==> src/rtl/serial_pattern_scan.sv <==
// serial_pattern_scan: byte-fed MSB-first serializer with overlapping pattern detector and per-frame match count
module serial_pattern_scan #(
    parameter int PAT_W = 4,
    parameter int CNT_W = 8
) (
    input  logic             clk,
    input  logic             rst,
    input  logic             cfg_we,
    input  logic [PAT_W-1:0] cfg_pattern,
    input  logic             in_valid,
    input  logic [7:0]       in_data,
    input  logic             in_last,
    output logic             in_ready,
    output logic             match_pulse,
    output logic [CNT_W-1:0] match_count,
    output logic             done,
    output logic             busy
);
    typedef enum logic [1:0] {IDLE, SHIFT, DONE} state_t;
    localparam logic [PAT_W-1:0] PAT_RST = PAT_W'(4'b1011);
    localparam logic [2:0]       FULL    = 3'(PAT_W - 1);
    state_t             state_q;
    logic [PAT_W-1:0]   pat_q;
    logic [PAT_W-2:0]   win_q;
    logic [2:0]         fill_q;
    logic [7:0]         byte_q;
    logic               last_q;
    logic [2:0]         idx_q;
    logic               open_q;
    logic               pulse_q;
    logic               done_q;
    logic [CNT_W-1:0]   cnt_q;
    logic [PAT_W-1:0]   cand_d;
    logic [PAT_W-2:0]   win_d;
    logic               hit_d;
    assign cand_d      = {win_q, byte_q[~idx_q]};
    assign win_d       = cand_d[PAT_W-2:0];
    assign hit_d       = (fill_q == FULL) && (cand_d == pat_q);
    assign in_ready    = (state_q == IDLE);
    assign busy        = (state_q != IDLE) || open_q;
    assign match_pulse = pulse_q;
    assign match_count = cnt_q;
    assign done        = done_q;
    // Frame FSM: accept a byte, shift it out bit by bit through the detector, close frame on last
    always_ff @(posedge clk or posedge rst) begin
        if (rst) begin
            state_q <= IDLE;
            pat_q   <= PAT_RST;
            win_q   <= '0;
            fill_q  <= '0;
            byte_q  <= '0;
            last_q  <= 1'b0;
            idx_q   <= '0;
            open_q  <= 1'b0;
            pulse_q <= 1'b0;
            done_q  <= 1'b0;
            cnt_q   <= '0;
        end else begin
            pulse_q <= 1'b0;
            done_q  <= 1'b0;
            if (cfg_we && !busy) pat_q <= cfg_pattern;
            case (state_q)
                IDLE: if (in_valid) begin
                    byte_q  <= in_data;
                    last_q  <= in_last;
                    idx_q   <= '0;
                    state_q <= SHIFT;
                    if (!open_q) begin
                        cnt_q  <= '0;
                        open_q <= 1'b1;
                    end
                end
                SHIFT: begin
                    win_q <= win_d;
                    if (fill_q != FULL) fill_q <= fill_q + 3'd1;
                    if (hit_d) begin
                        pulse_q <= 1'b1;
                        cnt_q   <= cnt_q + CNT_W'(cnt_q != '1);
                    end
                    idx_q <= idx_q + 3'd1;
                    if (idx_q == 3'd7) begin
                        state_q <= last_q ? DONE : IDLE;
                        done_q  <= last_q;
                    end
                end
                DONE: begin
                    win_q   <= '0;
                    fill_q  <= '0;
                    open_q  <= 1'b0;
                    state_q <= IDLE;
                end
                default: state_q <= IDLE;
            endcase
        end
    end
endmodule
==> config.mk <==
export PLATFORM = sky130hd
export DESIGN_NAME = serial_pattern_scan
export DESIGN_NICKNAME = d
export VERILOG_FILES = /design/src/rtl/serial_pattern_scan.sv
export SDC_FILE = /design/constraint.sdc
export NUM_CORES = 1
export LEC_CHECK = 0
export ABC_AREA = 1
export ABC_CLOCK_PERIOD_IN_PS = 4800
export CORE_MARGIN = 5
export CORE_UTILIZATION = 50
export CTS_BUF_LIST = sky130_fd_sc_hd__clkbuf_4 sky130_fd_sc_hd__clkbuf_8
export DETAILED_ROUTE_END_ITERATION = 8
export PLACE_DENSITY = 0.76
export SYNTH_ARGS = -nofsm -noshare
export SYNTH_HDL_FRONTEND = slang
export SYNTH_SLANG_ARGS = --single-unit
export TNS_END_PERCENT = 100
==> constraint.sdc <==
create_clock -name clk -period 4.8 [get_ports clk]
set_input_delay 0.96 -clock clk [delete_from_list [all_inputs] [get_ports clk]]
set_output_delay 0.96 -clock clk [all_outputs]
set_load 0.02 [all_outputs]
After elaboration in Yosys (flattened, before gate mapping)
Index checks and enable logic that the tools add are counted.
W data, S select, Z words.

storage, ports and cells
  input port bits = 17
  output and inout port bits = 12
  word-level logic and storage cells = 64
  latch bits = 0
  bits in writable memories = 0
  register bits after elaboration = 35
  memories = 0
  ROM bits = 0

operators by class
  shift-type cells = 0
  div/mod/pow operators = 0
  equality and inequality tests = 12
  $lt $le $gt $ge = 1
  $add $sub $neg = 3
  bitwise logic cells = 1
  multipliers = 0
  multiplexer cells = 21
  reduce and logical (&&, ||, !) cells = 15

operators with widths
  cell                   count
  $mux W8                3
  $pmux W3 S2            3
  $pmux W8 S2            1
  $ne A2 B2 Y1 const B   5
  $reduce_and A2 Y1      5
  $add A8 B1 Y8          1
  $ne A8 B8 Y1 const B   1
  $reduce_bool A2 Y1     4
  $add A3 B1 Y3 const B  2
  $mux W1                6
  $mux W2                3
  $mux W3                2
  $eq A4 B4 Y1           1
  $lt A3 B4 Y1 const B   1
  $pmux W2 S2            1
  $reduce_and A4 Y1      1
  $bmux W1 S3            1
  $eq A3 B2 Y1 const B   1
  $eq A3 B3 Y1 const B   1
  $ne A3 B2 Y1 const B   1
  $not A3 Y3             1
  $eq A2 B1 Y1 const B   1
  $eq A2 B2 Y1 const B   1
  $logic_and A1 B1 Y1    2
  4 further kinds        4

Longest topological paths before layout
Gate-level depths: netlist (run 1).

  depth after elaboration = 7
  mapped depth = 15
  mapped depth without buffers = 15

Least setup slack after synthesis (run 1)
No wires, ideal clock.

  path kind = flip-flop to output port
  start = register state_q[0]
  end = output port busy
  path buffers = 0
  path slack = 2.791 ns
  required time = 3.840 ns
  cell stages (with the launch flop) = 4
  arrival = 1.049 ns
  cell sequence = dfrtp_1 -> inv_1 -> ha_1 -> nand2_1

on the way
  word-level cells in the longest chain between the ends = 2

RTL lines
  element                 RTL line  text
  start, declared         22        state_t state_q;
  start signal, assigned  82        state_q <= last_q ? DONE : IDLE;
  $reduce_bool A2 Y1      40        assign busy = (state_q != IDLE) || open_q;
  $logic_or A1 B1 Y1      40
  end, declared           17        output logic busy

Every way passes these cells.

Worst setup path in the final report (run 1)
  start = register state_q[0]
  end = output port in_ready

on the way
  word-level cells in the longest chain between the ends = 1

RTL lines
  element           RTL line  text
  $logic_not A2 Y1  39        assign in_ready = (state_q == IDLE);
  end, declared     13        output logic in_ready,

Every way passes these cells.

==> impl_metrics.prom, run 1 <==
# TYPE chip_impl_metric gauge
chip_impl_info{name="run_status",value="finished clean"} 1
chip_impl_metric{name="sequential_cell_area_fraction_in_the_yosys_report",unit="%"} 47.7
chip_impl_metric{name="vias",unit=""} 1471
chip_impl_metric{name="floorplan.initialDensity",unit="%"} 51.2
chip_impl_metric{name="all_layer_gr_usage",unit="%"} 15.0
chip_impl_metric{name="clock_insertion_delay_worst_skew",unit="ps"} 280
chip_impl_metric{name="tritoncts_num_sinks",unit=""} 35
chip_impl_metric{name="timing.reg2reg.setup_slack",unit="ps"} 2730
chip_impl_metric{name="pwr-share-seq",unit="%"} 39.6
chip_impl_metric{name="route.detailed.drc",unit=""} 0
chip_impl_metric{name="num-fill-cells",unit=""} 295
chip_impl_metric{name="ant_nets_after_route",unit=""} 0
chip_impl_info{name="clk_root_buffer_cell",value="sky130_fd_sc_hd__clkbuf_8"} 1
chip_impl_metric{name="required",unit="ps"} 3840
chip_impl_info{name="yosysMostFrequentCell",value="sky130_fd_sc_hd__nand2_1"} 1
chip_impl_metric{name="cts-buffers-inserted",unit=""} 5
chip_impl_metric{name="routed_wire_length_per_instance",unit="µm"} 11.4
chip_impl_metric{name="layout.core_utilization",unit="%"} 62.7
chip_impl_metric{name="peakVddDrop",unit="µV"} 233
chip_impl_metric{name="antenna_diode_count",unit=""} 0
chip_impl_metric{name="grt_pass1_vias",unit=""} 1398
chip_impl_metric{name="mappedNetlistNets",unit=""} 244
chip_impl_metric{name="post_cts_resize_count",unit=""} 0
chip_impl_metric{name="clock.fmax",unit="GHz"} 0.370
chip_impl_metric{name="die_h",unit="µm"} 70.8
chip_impl_metric{name="postCtsSetupRepairBufs",unit=""} 0
chip_impl_metric{name="internal_power",unit="W"} 0.000703
chip_impl_info{name="netlist_top_cells_count",value="54 x sky130_fd_sc_hd__nand2_1, 32 x sky130_fd_sc_hd__dfrtp_1, 31 x sky130_fd_sc_hd__inv_1"} 1
chip_impl_metric{name="p_switching",unit="W"} 0.000480
chip_impl_info{name="holdCritStartpoint",value="last_q$_DFFE_PP0P_"} 1
chip_impl_metric{name="die_width",unit="µm"} 70.8
chip_impl_metric{name="final_period_minus_worst_setup_slack",unit="ps"} 2700
chip_impl_metric{name="cts.reportedPaths.clkPinSlew",unit="ps"} 70
chip_impl_metric{name="power.combinational.fraction",unit="%"} 43.2
chip_impl_metric{name="globalRoute.totalOverflow",unit=""} 0
chip_impl_metric{name="die_area",unit="µm²"} 5010
chip_impl_metric{name="cap_viol_max_count",unit=""} 0
chip_impl_metric{name="timing.final.crit_share",unit="%"} 56.3
chip_impl_metric{name="seq_cells_post_synth",unit=""} 35
chip_impl_metric{name="critical_path_arrival",unit="ps"} 1740
chip_impl_metric{name="core.rowCount",unit=""} 22
chip_impl_metric{name="ys_async_sr_fraction",unit="%"} 100
chip_impl_metric{name="finalHoldViolCount",unit=""} 0
chip_impl_metric{name="worst_hold_path.num_cells",unit=""} 2
chip_impl_info{name="dominant_synthesized_flop_cell",value="sky130_fd_sc_hd__dfrtp_1"} 1
chip_impl_metric{name="areaGrowthSynthToFinish",unit="%"} 22.4
chip_impl_metric{name="setup_violations",unit=""} 0
chip_impl_metric{name="post_route_wl",unit="µm"} 3440
chip_impl_metric{name="syn_area",unit="µm²"} 1850
chip_impl_metric{name="numPortBuffers",unit=""} 28
chip_impl_metric{name="finalMaxSlewViolations",unit=""} 0
chip_impl_metric{name="ctsLongestPathBuffers",unit=""} 2
chip_impl_metric{name="vias_per_cell",unit=""} 4.89
chip_impl_info{name="grt_setup_unrepaired",value="false"} 1
chip_impl_metric{name="dr.pass1.iters",unit=""} 4
chip_impl_info{name="crit_path_end_kind",value="output port"} 1
chip_impl_metric{name="power_density",unit="nW/µm²"} 524
chip_impl_info{name="worst_hold_path_type",value="reg -> reg"} 1
chip_impl_metric{name="slew-limit-headroom",unit="%"} 64.4
chip_impl_metric{name="postSynthAreaPerCell",unit="µm²"} 8.47
chip_impl_metric{name="core_region_area",unit="µm²"} 3610
chip_impl_metric{name="ff2ff_path_depth",unit=""} 11
chip_impl_metric{name="synth_top_area_share",unit="%"} 43.4
chip_impl_info{name="worstSetupStartpoint",value="state_q[0]$_DFFE_PP0P_"} 1
chip_impl_info{name="critical_register_to_register_path_startpoint",value="match_count[2]$_DFFE_PP0P_"} 1
chip_impl_metric{name="synth_cell_type_count",unit=""} 28
chip_impl_metric{name="synth-edff-count",unit=""} 0
chip_impl_info{name="path_class",value="reg -> out"} 1
chip_impl_metric{name="tightestPinTransition",unit="ps"} 534
chip_impl_info{name="synthDominantAreaCellType",value="sky130_fd_sc_hd__dfrtp_1"} 1
chip_impl_info{name="synth_top_cells_by_area",value="sky130_fd_sc_hd__dfrtp_1 43%, sky130_fd_sc_hd__nand2_1 11%, sky130_fd_sc_hd__inv_1 6.3%, sky130_fd_sc_hd__ha_1 6.1%, sky130_fd_sc_hd__nand3_1 5.7%"} 1
chip_impl_metric{name="ios",unit=""} 29
chip_impl_metric{name="synthesis.instances",unit=""} 218
chip_impl_metric{name="yosysWarningCount",unit=""} 0
chip_impl_metric{name="globalplace.congestion",unit=""} 0.782
chip_impl_metric{name="power_leakage",unit="nW"} 1.08
chip_impl_metric{name="totalPowerFinal",unit="W"} 0.00118
chip_impl_metric{name="largest_net_degree_at_the_start_of_global_routing",unit=""} 27
chip_impl_metric{name="skew",unit="ps"} 6.19
chip_impl_info{name="critPathLaunchType",value="register"} 1
chip_impl_metric{name="postCtsHoldBufs",unit=""} 0
chip_impl_metric{name="cts_max_level",unit=""} 2
chip_impl_metric{name="grt_pass1_wl",unit="µm"} 6110
chip_impl_metric{name="grt_antenna_before_repair",unit=""} 0
chip_impl_metric{name="fin_setup_tns",unit="ps"} 0
chip_impl_info{name="cts_tree",value="built"} 1
chip_impl_metric{name="worst-path-max-fanout",unit=""} 6
chip_impl_metric{name="drt_first_iter_violations",unit=""} 83
chip_impl_metric{name="swShare",unit="%"} 40.6
chip_impl_metric{name="drive_gt1_share",unit="%"} 12.3
chip_impl_metric{name="post-dp-hpwl",unit="µm"} 2540
chip_impl_metric{name="finish.net_count",unit=""} 278
chip_impl_metric{name="clock_group_share_of_total_power",unit="%"} 17.2
kinds of logic (layout without fill, tap and decap cells):
kind of cell,after synthesis,in the layout,synth area share (%)
buf+inv,38,73,8.34
fa+ha+maj,9,9,6.10
compound gates,31,31,9.70
flops,35,35,47.7
xor+xnor,2,2,0.949
mux,3,3,1.83
simple gates,100,100,25.4
final timing paths:
path,endpoint
hold / removal,last_q$_DFFE_PP0P_
setup reg to reg,match_count[4]$_DFFE_PP0P_
max in group asynchronous,pat_q[0]$_DFFE_PP1P_
min in group asynchronous,pat_q[2]$_DFFE_PP0P_
setup / recovery,in_ready
hold reg to reg,last_q$_DFFE_PP0P_
critical path, cell delays in order, from the launching register on:
cell	delay, ps
sky130_fd_sc_hd__dfrtp_1	400
sky130_fd_sc_hd__inv_1	90
sky130_fd_sc_hd__ha_1	310
sky130_fd_sc_hd__clkdlybuf4s50_1	660
cell type report:
class | count | area (µm²) | share of cell area [%]
sequential | 35 | 880 | 38.9
multi-input combinational | 145 | 812 | 35.9
timing repair buffer | 29 | 288 | 12.7
inverter | 36 | 136 | 6.04
clock buffer | 5 | 68.8 | 3.05
tap | 48 | 60.1 | 2.66
clock inverter | 3 | 15.0 | 0.664
state kept, by name, summed over array words and instances (netlist names):
| name | count |
|---|---|
| state_q | 2 |
| win_q | 3 |
| idx_q | 3 |
| fill_q | 3 |
| pat_q | 4 |
| done | 1 |
| last_q | 1 |
| byte_q | 8 |
| match_count | 8 |
| match_pulse | 1 |
| open_q | 1 |
through the flow:
step / instance area, µm² / worst slack, ps / hold WS [ps] / cells
6_report: 2260 / 2100 / 492 / 301
2_1_floorplan: 1850 / 2790 / 449 / 218
5_1_grt: 2260 / 2030 / 526 / 301
3_5_place_dp: 2180 / 2280 / 473 / 293
4_1_cts: 2260 / 2080 / 492 / 301
3_3_place_gp: 2180 / 2270 / 479 / 293
power groups by stage:
| stage | Sequential [W] | Clock (W) | Combinational [W] |
|---|---|---|---|
| after floorplan | 0.000472 | 0 | 0.000391 |
| after global placement | 0.000472 | 0 | 0.000497 |
| after detailed placement | 0.000474 | 0 | 0.000512 |
| after CTS | 0.000469 | 0.000211 | 0.000516 |
| after global routing | 0.000479 | 0.000220 | 0.000589 |
| final | 0.000469 | 0.000203 | 0.000511 |
cells in the final DEF, fill, tap and decap left out, drive strengths merged:
cell and n:
buf 1, a21oi 7, clkbuf 5, dfrtp 32
nor3 4, xnor2 2, o22ai 5, mux2 3
o21a 1, ha 9, nand2 58, nor3b 1
o21ai 18, and3 1, inv 35, clkinv 4
dfstp 3, nor2 11, nand3b 1, nand3 24
clkdlybuf4s50 28
metal layers:
metal / up-vias / share of wire, % / global-route usage [%]
met5: - / 0 / 0
met4: 0 / 1.6 / 5.85
met3: 6 / 4.1 / 3.69
met2: 28 / 46 / 23.4
met1: 663 / 48 / 20.0
li1: 774 / - / -
Note: power is estimated with default switching activity, not from simulation.
==> run 2, diff against run 1 <==
--- a/config.mk
+++ b/config.mk
@@ -6,7 +6,7 @@
 export NUM_CORES = 1
 export LEC_CHECK = 0
 export ABC_AREA = 1
-export ABC_CLOCK_PERIOD_IN_PS = 4800
+export ABC_CLOCK_PERIOD_IN_PS = 2700
 export CORE_MARGIN = 5
 export CORE_UTILIZATION = 50
 export CTS_BUF_LIST = sky130_fd_sc_hd__clkbuf_4 sky130_fd_sc_hd__clkbuf_8
==> constraint.sdc (replaced) <==
create_clock -name clk -period 2.7 [get_ports clk]
set_input_delay 0.54 -clock clk [delete_from_list [all_inputs] [get_ports clk]]
set_output_delay 0.54 -clock clk [all_outputs]
set_load 0.02 [all_outputs]
==> run 2 against run 1 <==
Compared with the run above: final cell count is the same; register-to-register slack lost 2000 ps; combinational power grew 76%; cell area grew 0.89%; first-iteration DRC count grew 12%; sequential power grew 78%; core utilization grew 0.56 points; power grew 83%; global-route usage grew 1.4 points; critical path depth is the same; via count grew 0.68%; non-clock buffer count is the same; critical path type unchanged; largest power group unchanged.
==> impl_metrics.prom, run 2 (same netlist as run 1, synthesis figures left out) <==
# TYPE chip_impl_metric gauge
chip_impl_metric{name="power_density",unit="nW/µm²"} 950
chip_impl_metric{name="post_route_wl",unit="µm"} 3470
chip_impl_metric{name="floorplan.initialDensity",unit="%"} 51.2
chip_impl_metric{name="ios",unit=""} 29
chip_impl_metric{name="peakVddDrop",unit="µV"} 464
chip_impl_metric{name="all_layer_gr_usage",unit="%"} 16.3
chip_impl_metric{name="postCtsHoldBufs",unit=""} 0
chip_impl_metric{name="clock.fmax",unit="GHz"} 0.441
chip_impl_metric{name="power_leakage",unit="nW"} 1.09
chip_impl_metric{name="antenna_diode_count",unit=""} 0
chip_impl_metric{name="cts-buffers-inserted",unit=""} 5
chip_impl_info{name="path_class",value="reg -> out"} 1
chip_impl_metric{name="worst-path-max-fanout",unit=""} 6
chip_impl_metric{name="die_width",unit="µm"} 70.8
chip_impl_info{name="final_cell_mix",value="54 x sky130_fd_sc_hd__nand2_1, 32 x sky130_fd_sc_hd__dfrtp_1, 31 x sky130_fd_sc_hd__inv_1, 28 x sky130_fd_sc_hd__clkdlybuf4s50_1, 21 x sky130_fd_sc_hd__nand3_1"} 1
chip_impl_metric{name="fin_setup_tns",unit="ps"} 0
chip_impl_metric{name="timing.final.ws_setup",unit="ps"} 430
chip_impl_metric{name="clock_group_share_of_total_power",unit="%"} 19.8
chip_impl_metric{name="die_area",unit="µm²"} 5010
chip_impl_info{name="cts_tree",value="built"} 1
chip_impl_info{name="crit_path_end_kind",value="output port"} 1
chip_impl_metric{name="die_h",unit="µm"} 70.8
chip_impl_metric{name="final_period_minus_worst_setup_slack",unit="ps"} 2270
chip_impl_metric{name="areaGrowthSynthToFinish",unit="%"} 23.5
chip_impl_metric{name="finalMaxSlewViolations",unit=""} 0
chip_impl_metric{name="drive_gt1_share",unit="%"} 12.3
chip_impl_metric{name="slew-limit-headroom",unit="%"} 64.5
chip_impl_info{name="final_common_cell",value="sky130_fd_sc_hd__nand2_1"} 1
chip_impl_metric{name="fin_area",unit="µm²"} 2280
chip_impl_metric{name="route.detailed.drc",unit=""} 0
chip_impl_metric{name="pre_cts_setup_slack",unit="ps"} 595
chip_impl_metric{name="tightestPinTransition",unit="ps"} 532
chip_impl_metric{name="p_switching",unit="W"} 0.000850
chip_impl_metric{name="cts_max_level",unit=""} 2
chip_impl_metric{name="cap_viol_max_count",unit=""} 0
chip_impl_metric{name="vias",unit=""} 1481
chip_impl_metric{name="ctsLongestPathBuffers",unit=""} 2
chip_impl_metric{name="postPlaceCellArea",unit="µm²"} 2180
chip_impl_info{name="run_status",value="finished clean"} 1
chip_impl_metric{name="critical_path_arrival",unit="ps"} 1730
chip_impl_metric{name="globalRoute.totalOverflow",unit=""} 0
chip_impl_metric{name="drt_first_iter_violations",unit=""} 93
chip_impl_metric{name="numPortBuffers",unit=""} 28
chip_impl_metric{name="postCtsSetupRepairBufs",unit=""} 0
chip_impl_metric{name="swShare",unit="%"} 39.2
chip_impl_metric{name="pwr-share-seq",unit="%"} 38.6
chip_impl_info{name="clk_root_buffer_cell",value="sky130_fd_sc_hd__clkbuf_8"} 1
chip_impl_info{name="critPathLaunchType",value="register"} 1
chip_impl_metric{name="tritoncts_num_sinks",unit=""} 35
chip_impl_metric{name="routed_wire_length_per_instance",unit="µm"} 11.5
chip_impl_info{name="grt_setup_unrepaired",value="false"} 1
chip_impl_metric{name="finalHoldViolCount",unit=""} 0
chip_impl_metric{name="grt_pass1_vias",unit=""} 1488
chip_impl_metric{name="timing.final.crit_share",unit="%"} 84.1
chip_impl_metric{name="grt_pass1_wl",unit="µm"} 6490
chip_impl_metric{name="globalplace.congestion",unit=""} 0.790
chip_impl_metric{name="internal_power",unit="W"} 0.00132
chip_impl_metric{name="core.rowCount",unit=""} 22
chip_impl_metric{name="required",unit="ps"} 2160
chip_impl_metric{name="finish.net_count",unit=""} 278
chip_impl_metric{name="totalPowerFinal",unit="W"} 0.00217
chip_impl_metric{name="setup_violations",unit=""} 0
chip_impl_metric{name="grt_antenna_before_repair",unit=""} 0
chip_impl_metric{name="power.combinational.fraction",unit="%"} 41.6
chip_impl_metric{name="largest_net_degree_at_the_start_of_global_routing",unit=""} 36
chip_impl_metric{name="post-dp-hpwl",unit="µm"} 2580
chip_impl_metric{name="vias_per_cell",unit=""} 4.92
chip_impl_metric{name="clock_insertion_delay_worst_skew",unit="ps"} 290
chip_impl_metric{name="post_cts_resize_count",unit=""} 0
chip_impl_metric{name="core_region_area",unit="µm²"} 3610
chip_impl_metric{name="cts.reportedPaths.clkPinSlew",unit="ps"} 70
chip_impl_metric{name="skew",unit="ps"} 6.48
chip_impl_info{name="worst_hold_path_type",value="reg -> reg"} 1
chip_impl_metric{name="ant_nets_after_route",unit=""} 0
chip_impl_metric{name="dr.pass1.iters",unit=""} 4
==> run 2: final cells by class <==
| cell class | instances | area, µm² |
|---|---|---|
| Fill cell | 314 | 1330 |
| Sequential cell | 35 | 880 |
| Multi-Input combinational cell | 145 | 812 |
| Timing Repair Buffer | 29 | 288 |
| Inverter | 36 | 136 |
| Clock buffer | 8 | 104 |
| Tap cell | 48 | 60.1 |
==> run 2: critical path: stages, from the launching register on <==
cell	delay [ps]
sky130_fd_sc_hd__dfrtp_1	400
sky130_fd_sc_hd__inv_1	90
sky130_fd_sc_hd__ha_1	300
sky130_fd_sc_hd__clkdlybuf4s50_1	660
==> run 2: per-stage QoR <==
step                      util (%)  hold WS, ps  instances
final                         63.2          497        301
after floorplan                  -          449        218
after global placement        60.3          476        293
after CTS                     63.2          497        301
after global routing          63.2          536        301
after detailed placement      60.3          484        293
==> run 2: per-layer routing <==
| layer | part of all wire [%] | GRT usage (%) | vias up |
|---|---|---|---|
| li1 | - | - | 770 |
| met1 | 45 | 20.5 | 679 |
| met2 | 50 | 26.5 | 25 |
| met3 | 3.6 | 3.69 | 7 |
| met4 | 2.0 | 8.14 | 0 |
| met5 | 0 | 0 | - |
==> run 2: power groups by stage <==
stage / Combinational, W / Clock [W] / Sequential [W]
after floorplan: 0.000695 / 0 / 0.000840
after global placement: 0.000886 / 0 / 0.000839
after detailed placement: 0.000909 / 0 / 0.000845
after CTS: 0.000915 / 0.000441 / 0.000837
after global routing: 0.00105 / 0.000458 / 0.000858
final: 0.000901 / 0.000429 / 0.000836
==> run 2: worst paths after layout <==
kind                                            startpoint                    endpoint  slack (ps)  depth (start not counted)
worst max-delay path                state_q[1]$_DFFE_PP0P_                    in_ready         430                          3
worst min-delay path                  pat_q[0]$_DFFE_PP1P_        pat_q[0]$_DFFE_PP1P_         500                          2
worst max register to register  match_count[2]$_DFFE_PP0P_  match_count[6]$_DFFE_PP0P_         700                         10
worst min register to register        pat_q[0]$_DFFE_PP1P_        pat_q[0]$_DFFE_PP1P_         500                          2
max in group asynchronous                              rst        pat_q[1]$_DFFE_PP1P_        1720                          3
min in group asynchronous                              rst       byte_q[4]$_DFFE_PP0P_         650                          3
==> run 3, diff against run 2 <==
--- a/config.mk
+++ b/config.mk
@@ -6,7 +6,7 @@
 export NUM_CORES = 1
 export LEC_CHECK = 0
 export ABC_AREA = 1
-export ABC_CLOCK_PERIOD_IN_PS = 2700
+export ABC_CLOCK_PERIOD_IN_PS = 2100
 export CORE_MARGIN = 5
 export CORE_UTILIZATION = 50
 export CTS_BUF_LIST = sky130_fd_sc_hd__clkbuf_4 sky130_fd_sc_hd__clkbuf_8
==> constraint.sdc (replaced) <==
create_clock -name clk -period 2.1 [get_ports clk]
set_input_delay 0.42 -clock clk [delete_from_list [all_inputs] [get_ports clk]]
set_output_delay 0.42 -clock clk [all_outputs]
set_load 0.02 [all_outputs]
==> run 3 against run 2 <==
Compared with the run above: die area is the same; critical endpoint is now busy; final cell count grew 2.3%; core utilization grew 2.0 points; clock power grew 28%; wire length grew 8.8%; sequential share of layout area shrank 1.2 points; global-route usage shrank 0.099 points; via count grew 3.3%.
==> impl_metrics.prom, run 3 (same netlist as run 1, synthesis figures left out) <==
# TYPE chip_impl_metric gauge
chip_impl_metric{name="clock_insertion_delay_worst_skew",unit="ps"} 280
chip_impl_metric{name="dr.pass1.iters",unit=""} 4
chip_impl_metric{name="drt_first_iter_violations",unit=""} 53
chip_impl_metric{name="finalHoldViolCount",unit=""} 0
chip_impl_metric{name="post_route_wl",unit="µm"} 3770
chip_impl_metric{name="die_area",unit="µm²"} 5010
chip_impl_metric{name="ctsLongestPathBuffers",unit=""} 2
chip_impl_metric{name="finish.net_count",unit=""} 285
chip_impl_metric{name="die_h",unit="µm"} 70.8
chip_impl_metric{name="all_layer_gr_usage",unit="%"} 16.2
chip_impl_info{name="critPathLaunchType",value="register"} 1
chip_impl_info{name="critical_path.slowest_cell",value="sky130_fd_sc_hd__dfrtp_1"} 1
chip_impl_metric{name="post-dp-hpwl",unit="µm"} 2610
chip_impl_info{name="clk_root_buffer_cell",value="sky130_fd_sc_hd__clkbuf_8"} 1
chip_impl_metric{name="routed-wl-met2",unit="µm"} 1960
chip_impl_metric{name="postCtsHoldBufs",unit=""} 0
chip_impl_info{name="crit_path_end_kind",value="output port"} 1
chip_impl_metric{name="met1_length",unit="µm"} 1620
chip_impl_metric{name="critical_path_arrival",unit="ps"} 1520
chip_impl_metric{name="floorplan.initialDensity",unit="%"} 51.2
chip_impl_metric{name="drive_gt1_share",unit="%"} 17.7
chip_impl_metric{name="routed_wire_length_per_instance",unit="µm"} 12.2
chip_impl_metric{name="final_period_minus_worst_setup_slack",unit="ps"} 1940
chip_impl_info{name="cts_tree",value="built"} 1
chip_impl_metric{name="grt_pass1_wl",unit="µm"} 6470
chip_impl_metric{name="ios",unit=""} 29
chip_impl_metric{name="vias_per_cell",unit=""} 4.97
chip_impl_metric{name="cap_viol_max_count",unit=""} 0
chip_impl_metric{name="route.detailed.drc",unit=""} 0
chip_impl_info{name="final_cell_mix",value="52 x sky130_fd_sc_hd__nand2_1, 32 x sky130_fd_sc_hd__dfrtp_1, 31 x sky130_fd_sc_hd__inv_1, 26 x sky130_fd_sc_hd__clkdlybuf4s50_1, 20 x sky130_fd_sc_hd__nand3_1"} 1
chip_impl_metric{name="numPortBuffers",unit=""} 28
chip_impl_metric{name="grt_pass1_vias",unit=""} 1485
chip_impl_metric{name="peakVddDrop",unit="µV"} 612
chip_impl_metric{name="die_width",unit="µm"} 70.8
chip_impl_info{name="path_class",value="reg -> out"} 1
chip_impl_metric{name="required",unit="ps"} 1680
chip_impl_metric{name="fin_setup_tns",unit="ps"} 0
chip_impl_metric{name="largest_net_degree_at_the_start_of_global_routing",unit=""} 36
chip_impl_metric{name="power_density",unit="nW/µm²"} 1200
chip_impl_metric{name="grt_antenna_before_repair",unit=""} 0
chip_impl_metric{name="power_leakage",unit="nW"} 1.13
chip_impl_metric{name="slew-limit-headroom",unit="%"} 67.3
chip_impl_metric{name="globalplace.congestion",unit=""} 0.825
chip_impl_metric{name="globalRoute.totalOverflow",unit=""} 0
chip_impl_metric{name="cts_max_level",unit=""} 2
chip_impl_metric{name="cts-buffers-inserted",unit=""} 5
chip_impl_metric{name="worst_path_largest_cell_delay",unit="ps"} 410
chip_impl_metric{name="tightestPinTransition",unit="ps"} 485
chip_impl_metric{name="core_region_area",unit="µm²"} 3610
chip_impl_metric{name="setup_violations",unit=""} 0
chip_impl_info{name="run_status",value="finished clean"} 1
chip_impl_metric{name="layout.core_utilization",unit="%"} 65.2
chip_impl_metric{name="met3RoutedLength",unit="µm"} 149
chip_impl_metric{name="cts.reportedPaths.clkPinSlew",unit="ps"} 70
chip_impl_metric{name="core.rowCount",unit=""} 22
chip_impl_metric{name="vias",unit=""} 1530
chip_impl_metric{name="tritoncts_num_sinks",unit=""} 35
chip_impl_info{name="path_cells",value="inv_1 > ha_1 > nand2_1 > dlygate4sd2_1"} 1
chip_impl_metric{name="ant_nets_after_route",unit=""} 0
chip_impl_metric{name="finalMaxSlewViolations",unit=""} 0
chip_impl_info{name="top_signal_layer_used",value="met4"} 1
chip_impl_metric{name="clock.fmax",unit="GHz"} 0.515
chip_impl_metric{name="antenna_diode_count",unit=""} 0
chip_impl_metric{name="worst-path-max-fanout",unit=""} 6
chip_impl_info{name="final_common_cell",value="sky130_fd_sc_hd__nand2_1"} 1
chip_impl_metric{name="timing.final.crit_share",unit="%"} 92.5
chip_impl_metric{name="skew",unit="ps"} 4.18
chip_impl_info{name="worst_hold_path_type",value="reg -> reg"} 1
chip_impl_metric{name="areaGrowthSynthToFinish",unit="%"} 27.5
## run 3: final timing paths
| check | startpoint | end | slack [ps] | cells past startpoint |
|---|---|---|---|---|
| worst max-delay path | state_q[0]$_DFFE_PP0P_ | busy | 160 | 4 |
| worst min-delay path | last_q$_DFFE_PP0P_ | last_q$_DFFE_PP0P_ | 490 | 2 |
| worst max register to register | match_count[4]$_DFFE_PP0P_ | match_count[7]$_DFFE_PP0P_ | 190 | 15 |
| worst min register to register | last_q$_DFFE_PP0P_ | last_q$_DFFE_PP0P_ | 490 | 2 |
| max in group asynchronous | rst | pat_q[3]$_DFFE_PP1P_ | 1230 | 3 |
| min in group asynchronous | rst | fill_q[1]$_DFFE_PP0P_ | 540 | 3 |
## run 3: area by class of cell
type,instances,area [µm²]
Clock buffer,8,104
Fill cell,285,1250
Inverter,36,136
Multi-Input combinational cell,145,835
Sequential cell,35,880
Tap cell,48,60.1
Timing Repair Buffer,36,338
## run 3: power by group
part	leakage [nW]	internal, W	switching (W)
Sequential	0.440	0.000931	0.000144
Clock	0.0549	0.000312	0.000235
Combinational	0.631	0.000458	0.000733
## run 3: what timing repair did
| item | in CTS | in global routing |
|---|---|---|
| setup endpoints to repair | 2 | 4 |
| pin swaps | 0 | 1 |
| setup buffers | 0 | 6 |
| resized for setup | 2 | 8 |
## run 3: per-stage QoR
step	power [W]	setup WS, ps	hold WS [ps]	cells	area [µm²]
finish	0.00281	157	493	308	2350
global route	0.00305	-34.3	534	308	2350
CTS	0.00283	152	499	302	2280
detailed placement	0.00228	185	481	294	2180
global placement	0.00223	241	479	294	2180
floorplan	0.00197	180	449	218	1850
## run 3: metal layers
| layer | GRT usage (%) | vias up |
|---|---|---|
| li1 | - | 779 |
| met1 | 19.5 | 722 |
| met2 | 27.9 | 25 |
| met3 | 4.97 | 4 |
| met4 | 4.80 | 0 |
| met5 | 0 | - |
## run 3: worst max-delay path: cells and delay by family, from the launching register on
kind	cells	cell delay, ps
buffers and inverters	2	420
flip-flops	1	410
adder cells (fa/ha/maj)	1	330
AND/OR/NAND/NOR	1	80
==> RTL change 1, RTL diff (flow settings as in run 3) <==
Change the parameter `CNT_W` from 8 to 7.
--- a/src/rtl/serial_pattern_scan.sv
+++ b/src/rtl/serial_pattern_scan.sv
@@ -1,7 +1,7 @@
 // serial_pattern_scan: byte-fed MSB-first serializer with overlapping pattern detector and per-frame match count
 module serial_pattern_scan #(
     parameter int PAT_W = 4,
-    parameter int CNT_W = 8
+    parameter int CNT_W = 7
 ) (
     input  logic             clk,
     input  logic             rst,
Ports: changed (resized match_count); port bits go from 29 to 28. No check against the original RTL was run, so the function may have changed too.
==> RTL change 1 against run 3 <==
- global-route usage down 0.48 points
- routed wire length down 10%
- power increased by 3.7%
- sequential cell count fell by 1
- largest cell class unchanged
- worst setup slack gained 16 ps
- cell area is 5.2% lower
- die area decreased by 3.5%
- clock skew rose by 4.8 ps
- register-to-register slack improved by 70 ps
- clock power increased by 16%
- area after synthesis is 4.1% lower
==> RTL change 1: results (changes against run 3) <==
* FF-to-FF setup slack at 260 ps (was 190 ps)
* Min Tclk post-route at 1930 ps (was 1940 ps)
* Pleak at 1.06 nW (was 1.13 nW)
* Switching share of power at 0.386 (was 0.395)
* First-pass GRT wire length at 6.04 mm (was 6.47 mm)
* RePlAce Congestion at 0.842 (was 0.825)
* Post-Syn Instances at 205 (was 218)
* Worst VDD drop at 0.699 mV (was 0.612 mV)
* Top cell type's share of synthesized area at 0.438 (was 0.434)
* Min-Delay Path Class: primary input to asynchronous set/reset pin (was flip-flop to flip-flop)
* R2r endpoint: match_count[6] (was match_count[7])
* Vias per cell at 4.90 (was 4.97)
* Largest net degree at the start of global routing at 19 (was 36)
* Placed inst area at 2120 µm² (was 2180 µm²)
* Global-route usage over all layers at 0.157 (was 0.162)
* Reg area at 855 µm² (was 880 µm²)
* Clk_lat worst skew at 340 ps (was 280 ps)
* Fin nets at 267 (was 285)
* Worst-path clk slew at 110 ps (was 70 ps)
* Met1 GRT Util at 0.186 (was 0.195)
* Wire per inst at 11.8 µm (was 12.2 µm)
* DRT Wirelength at 3.39 mm (was 3.77 mm)
* M1 WL at 1.54 mm (was 1.62 mm)
* CTS root buffer: clkbuf_4 (was clkbuf_8)
* Synth Area in Compound Gates at 0.101 (was 0.0969)
* Share of post-route cells with drive strength above 1 at 0.149 (was 0.177)
* Vias in the first global route at 1358 (was 1485)
* XOR/XNOR Fraction of Synth Area at 0.0148 (was 0.00949)
* Synthesized-area fraction occupied by adder cells at 0.0636 (was 0.0610)
* Syn Std Cell Area at 1770 µm² (was 1850 µm²)
* Clock Skews at 8.93 ps (was 4.18 ps)
* Register area share after synthesis at 0.483 (was 0.477)
* R2R cell count at 10 (was 15)
* Status: complete, no violations (unchanged)
* Cells after DPL at 280 (was 294)
* Met3 Usage GRT at 0.0551 (was 0.0497)
* Met3 wire length at 170 µm (was 149 µm)
* Post-synthesis mux area share at 0.0191 (was 0.0183)
## RTL change 1: cell count changes after synthesis, sizes merged, moves of 2 or more
cell and delta:
buf +2, clkbuf -2, inv -4, nand2 -5, nor3 -2
## RTL change 1: power groups by stage
stage / Clock, W / Combinational [W] / Sequential [W]
2_1_floorplan: 0 / 0.000909 / 0.00107
3_3_place_gp: 0 / 0.00120 / 0.00106
3_5_place_dp: 0 / 0.00123 / 0.00107
4_1_cts: 0.000643 / 0.00124 / 0.00106
5_1_grt: 0.000672 / 0.00140 / 0.00109
6_report: 0.000634 / 0.00123 / 0.00106
## RTL change 1: cells by family (layout without fill, tap and decap cells)
family          after synthesis  in the layout
compound gates               31             31
xor+xnor                      3              3
buf+inv                      35             72
mux                           3              3
simple gates                 90             90
fa+ha+maj                     9              9
flops                        34             34
## RTL change 1: final cells by class
class,count,area share
clock buffers,6,0.0230
clock inverters,2,0.0269
inverters,33,0.0561
multi-input cells,136,0.351
flip-flops and latches,34,0.383
well taps,46,0.0258
repair buffers,31,0.134
==> RTL change 2, RTL diff (config.mk and constraints of run 3) <==
Made on the original files. Encoding of `state_t`: now one-hot (3 bits for 3 states).
--- a/src/rtl/serial_pattern_scan.sv
+++ b/src/rtl/serial_pattern_scan.sv
@@ -16,7 +16,7 @@
     output logic             done,
     output logic             busy
 );
-    typedef enum logic [1:0] {IDLE, SHIFT, DONE} state_t;
+    typedef enum logic [2:0] {IDLE = 3'b001, SHIFT = 3'b010, DONE = 3'b100} state_t;
     localparam logic [PAT_W-1:0] PAT_RST = PAT_W'(4'b1011);
     localparam logic [2:0]       FULL    = 3'(PAT_W - 1);
     state_t             state_q;
Formal check against the unedited RTL: same outputs for any inputs over 10 cycles, from zero or initial values and one cycle with rst high; not proved beyond that.
==> RTL change 2 against run 3 <==
- core utilization is 1.3 points higher
- area after synthesis is 1.6% lower
- sequential cell count is 1 higher
- count of clock-buffer cells in the layout is 3 lower
- routed wire length is 11% lower
- worst setup slack worse by 29 ps
- die area is 1.4% lower
- final cell count is 5.5% lower
- clock skew is 10 ps higher
- clock power is 31% higher
- cell area is 3.4% lower
- power is 10% lower
- largest cell class unchanged
- largest power group is now sequential cells
==> RTL change 2: results (changes against run 3) <==
* Worst VDD drop at 0.753 mV (was 0.612 mV)
* Share of post-route cells with drive strength above 1 at 0.131 (was 0.177)
* Global-route usage over all layers at 0.146 (was 0.162)
* Clock Skews at 14.5 ps (was 4.18 ps)
* Wire per inst at 11.5 µm (was 12.2 µm)
* Crit-path max cell delay at 580 ps (was 410 ps)
* RR Startpoint: match_count[2] (was match_count[4])
* Min-Delay Path Class: primary input to asynchronous set/reset pin (was flip-flop to flip-flop)
* Syn nets at 232 (was 244)
* Status: complete, no violations (unchanged)
* WP data arrival at 1550 ps (was 1520 ps)
* Switching share of power at 0.331 (was 0.395)
* Largest net degree at the start of global routing at 37 (was 36)
* RePlAce Congestion at 0.856 (was 0.825)
* Worst slew pin tran at 441 ps (was 485 ps)
* Slowest cell on the critical path: dfstp_2 (was dfrtp_1)
* Pleak at 1.08 nW (was 1.13 nW)
* Yosys cell types at 31 (was 28)
* Worst-path clk slew at 120 ps (was 70 ps)
* Clock Path Buffers at 2 (unchanged)
* Antenna fix cells at 0 (unchanged)
* CTS Buf Count at 5 (unchanged)
* First-pass GRT wire length at 5.81 mm (was 6.47 mm)
* CTS root buffer: clkbuf_4 (was clkbuf_8)
* Vias at 1432 (was 1530)
* Fin nets at 267 (was 285)
* TritonRoute pass-1 iters at 4 (unchanged)
* # port buffers at 28 (unchanged)
* DP HPWL at 2.46 mm (was 2.61 mm)
* Register area share after synthesis at 0.499 (was 0.477)
* Synth warnings at 0 (unchanged)
* Hold WS at 461 ps (was 493 ps)
* R2R cell count at 11 (was 15)
* Iter 0 DRT Violations at 69 (was 53)
* Synth async-reset ratio at 1.00 (unchanged)
* Crit path max fanout at 5 (was 6)
* Initial antenna violation count at 0 (unchanged)
* Setup Fix Bufs, Post-CTS at 0 (unchanged)
* Synth top cells by count: 43 x nand2_1, 32 x dfrtp_1, 28 x inv_1 (was 54 x nand2_1, 32 x dfrtp_1, 31 x inv_1)
* R2r endpoint: match_count[7] (unchanged)
* # fillers at 296 (was 285)
* Cell family with most CP delay: flip-flops (was buffers and inverters)
* FF-to-FF setup slack at 290 ps (was 190 ps)
* Post-cts sizing count at 2 (unchanged)
* Synth area leaders: dfrtp_1 44%, nand2_1 8.9%, dfstp_2 5.8% (was dfrtp_1 43%, nand2_1 11%, inv_1 6.3%)
* H-tree Lvls at 2 (unchanged)
* Clk_lat worst skew at 340 ps (was 280 ps)
[RTL change 2: cell types whose count changed after synthesis, moves of 3 or more]
| cell | delta |
|---|---|
| nand3_2 | -3 |
| o21ai_0 | -6 |
| nand2_1 | -11 |
| inv_1 | -3 |
| a21oi_1 | +8 |
| nor2_1 | +10 |
| ha_1 | -3 |
[RTL change 2: metrics by stage]
stage	setup slack, ps	cells	area [µm²]
3_5_place_dp	251	283	2150
2_1_floorplan	301	209	1820
3_3_place_gp	274	283	2150
4_1_cts	106	291	2270
6_report	128	291	2270
5_1_grt	39.3	291	2270
[RTL change 2: layout make-up]
type / instances / area share
inverter: 31 / 0.0523
sequential: 36 / 0.398
multi-input combinational: 139 / 0.336
tap: 46 / 0.0253
timing repair buffer: 31 / 0.132
clock inverter: 3 / 0.0396
clock buffer: 5 / 0.0165
[RTL change 2: routing by layer]
metal / up-vias / wire (µm) / global-route usage
li1: 749 / - / -
met4: 0 / 43 / 0.0511
met3: 5 / 156 / 0.0359
met1: 656 / 1590 / 0.186
met5: - / 0 / 0
met2: 22 / 1560 / 0.240
[RTL change 2: worst max-delay path by stage]
| stage | startpoint | end | slack, ps | depth (start not counted) |
|---|---|---|---|---|
| 2_1_floorplan | match_count[2] | match_count[4] | 300 | 10 |
| 3_3_place_gp | state_q[0] | in_ready | 270 | 3 |
| 3_5_place_dp | state_q[0] | in_ready | 250 | 3 |
| 4_1_cts | state_q[0] | busy | 110 | 4 |
| 5_1_grt | state_q[0] | busy | 40 | 4 |
| 6_report | state_q[0] | busy | 130 | 4 |
[RTL change 2: worst reg2reg max path: stages (launching register included)]
cell	delay, ps
dfrtp_1	440
nand2_1	140
nor2_1	80
nand4_1	70
ha_1	170
nand3_1	120
nor2_1	200
nand3_1	140
o21ai_0	180
nor2_1	70
nand3_1	70
nand2_1	50
[RTL change 2: power by group through the flow]
stage | Sequential, W | Combinational (W) | Clock (W)
floorplan | 0.000970 | 0.000649 | 0
detailed placement | 0.000990 | 0.000833 | 0
global placement | 0.000980 | 0.000814 | 0
global route | 0.00100 | 0.000937 | 0.000755
finish | 0.000977 | 0.000827 | 0.000719
CTS | 0.000977 | 0.000835 | 0.000741
[RTL change 2: logic make-up (layout without fill, tap and decap cells)]
logic type	after synthesis	in the layout	synth area share
simple gates	96	96	0.247
flops	36	36	0.499
buf+inv	34	70	0.0806
compound gates	32	32	0.104
fa+ha+maj	6	6	0.0413
mux	3	3	0.0186
xor+xnor	2	2	0.00965
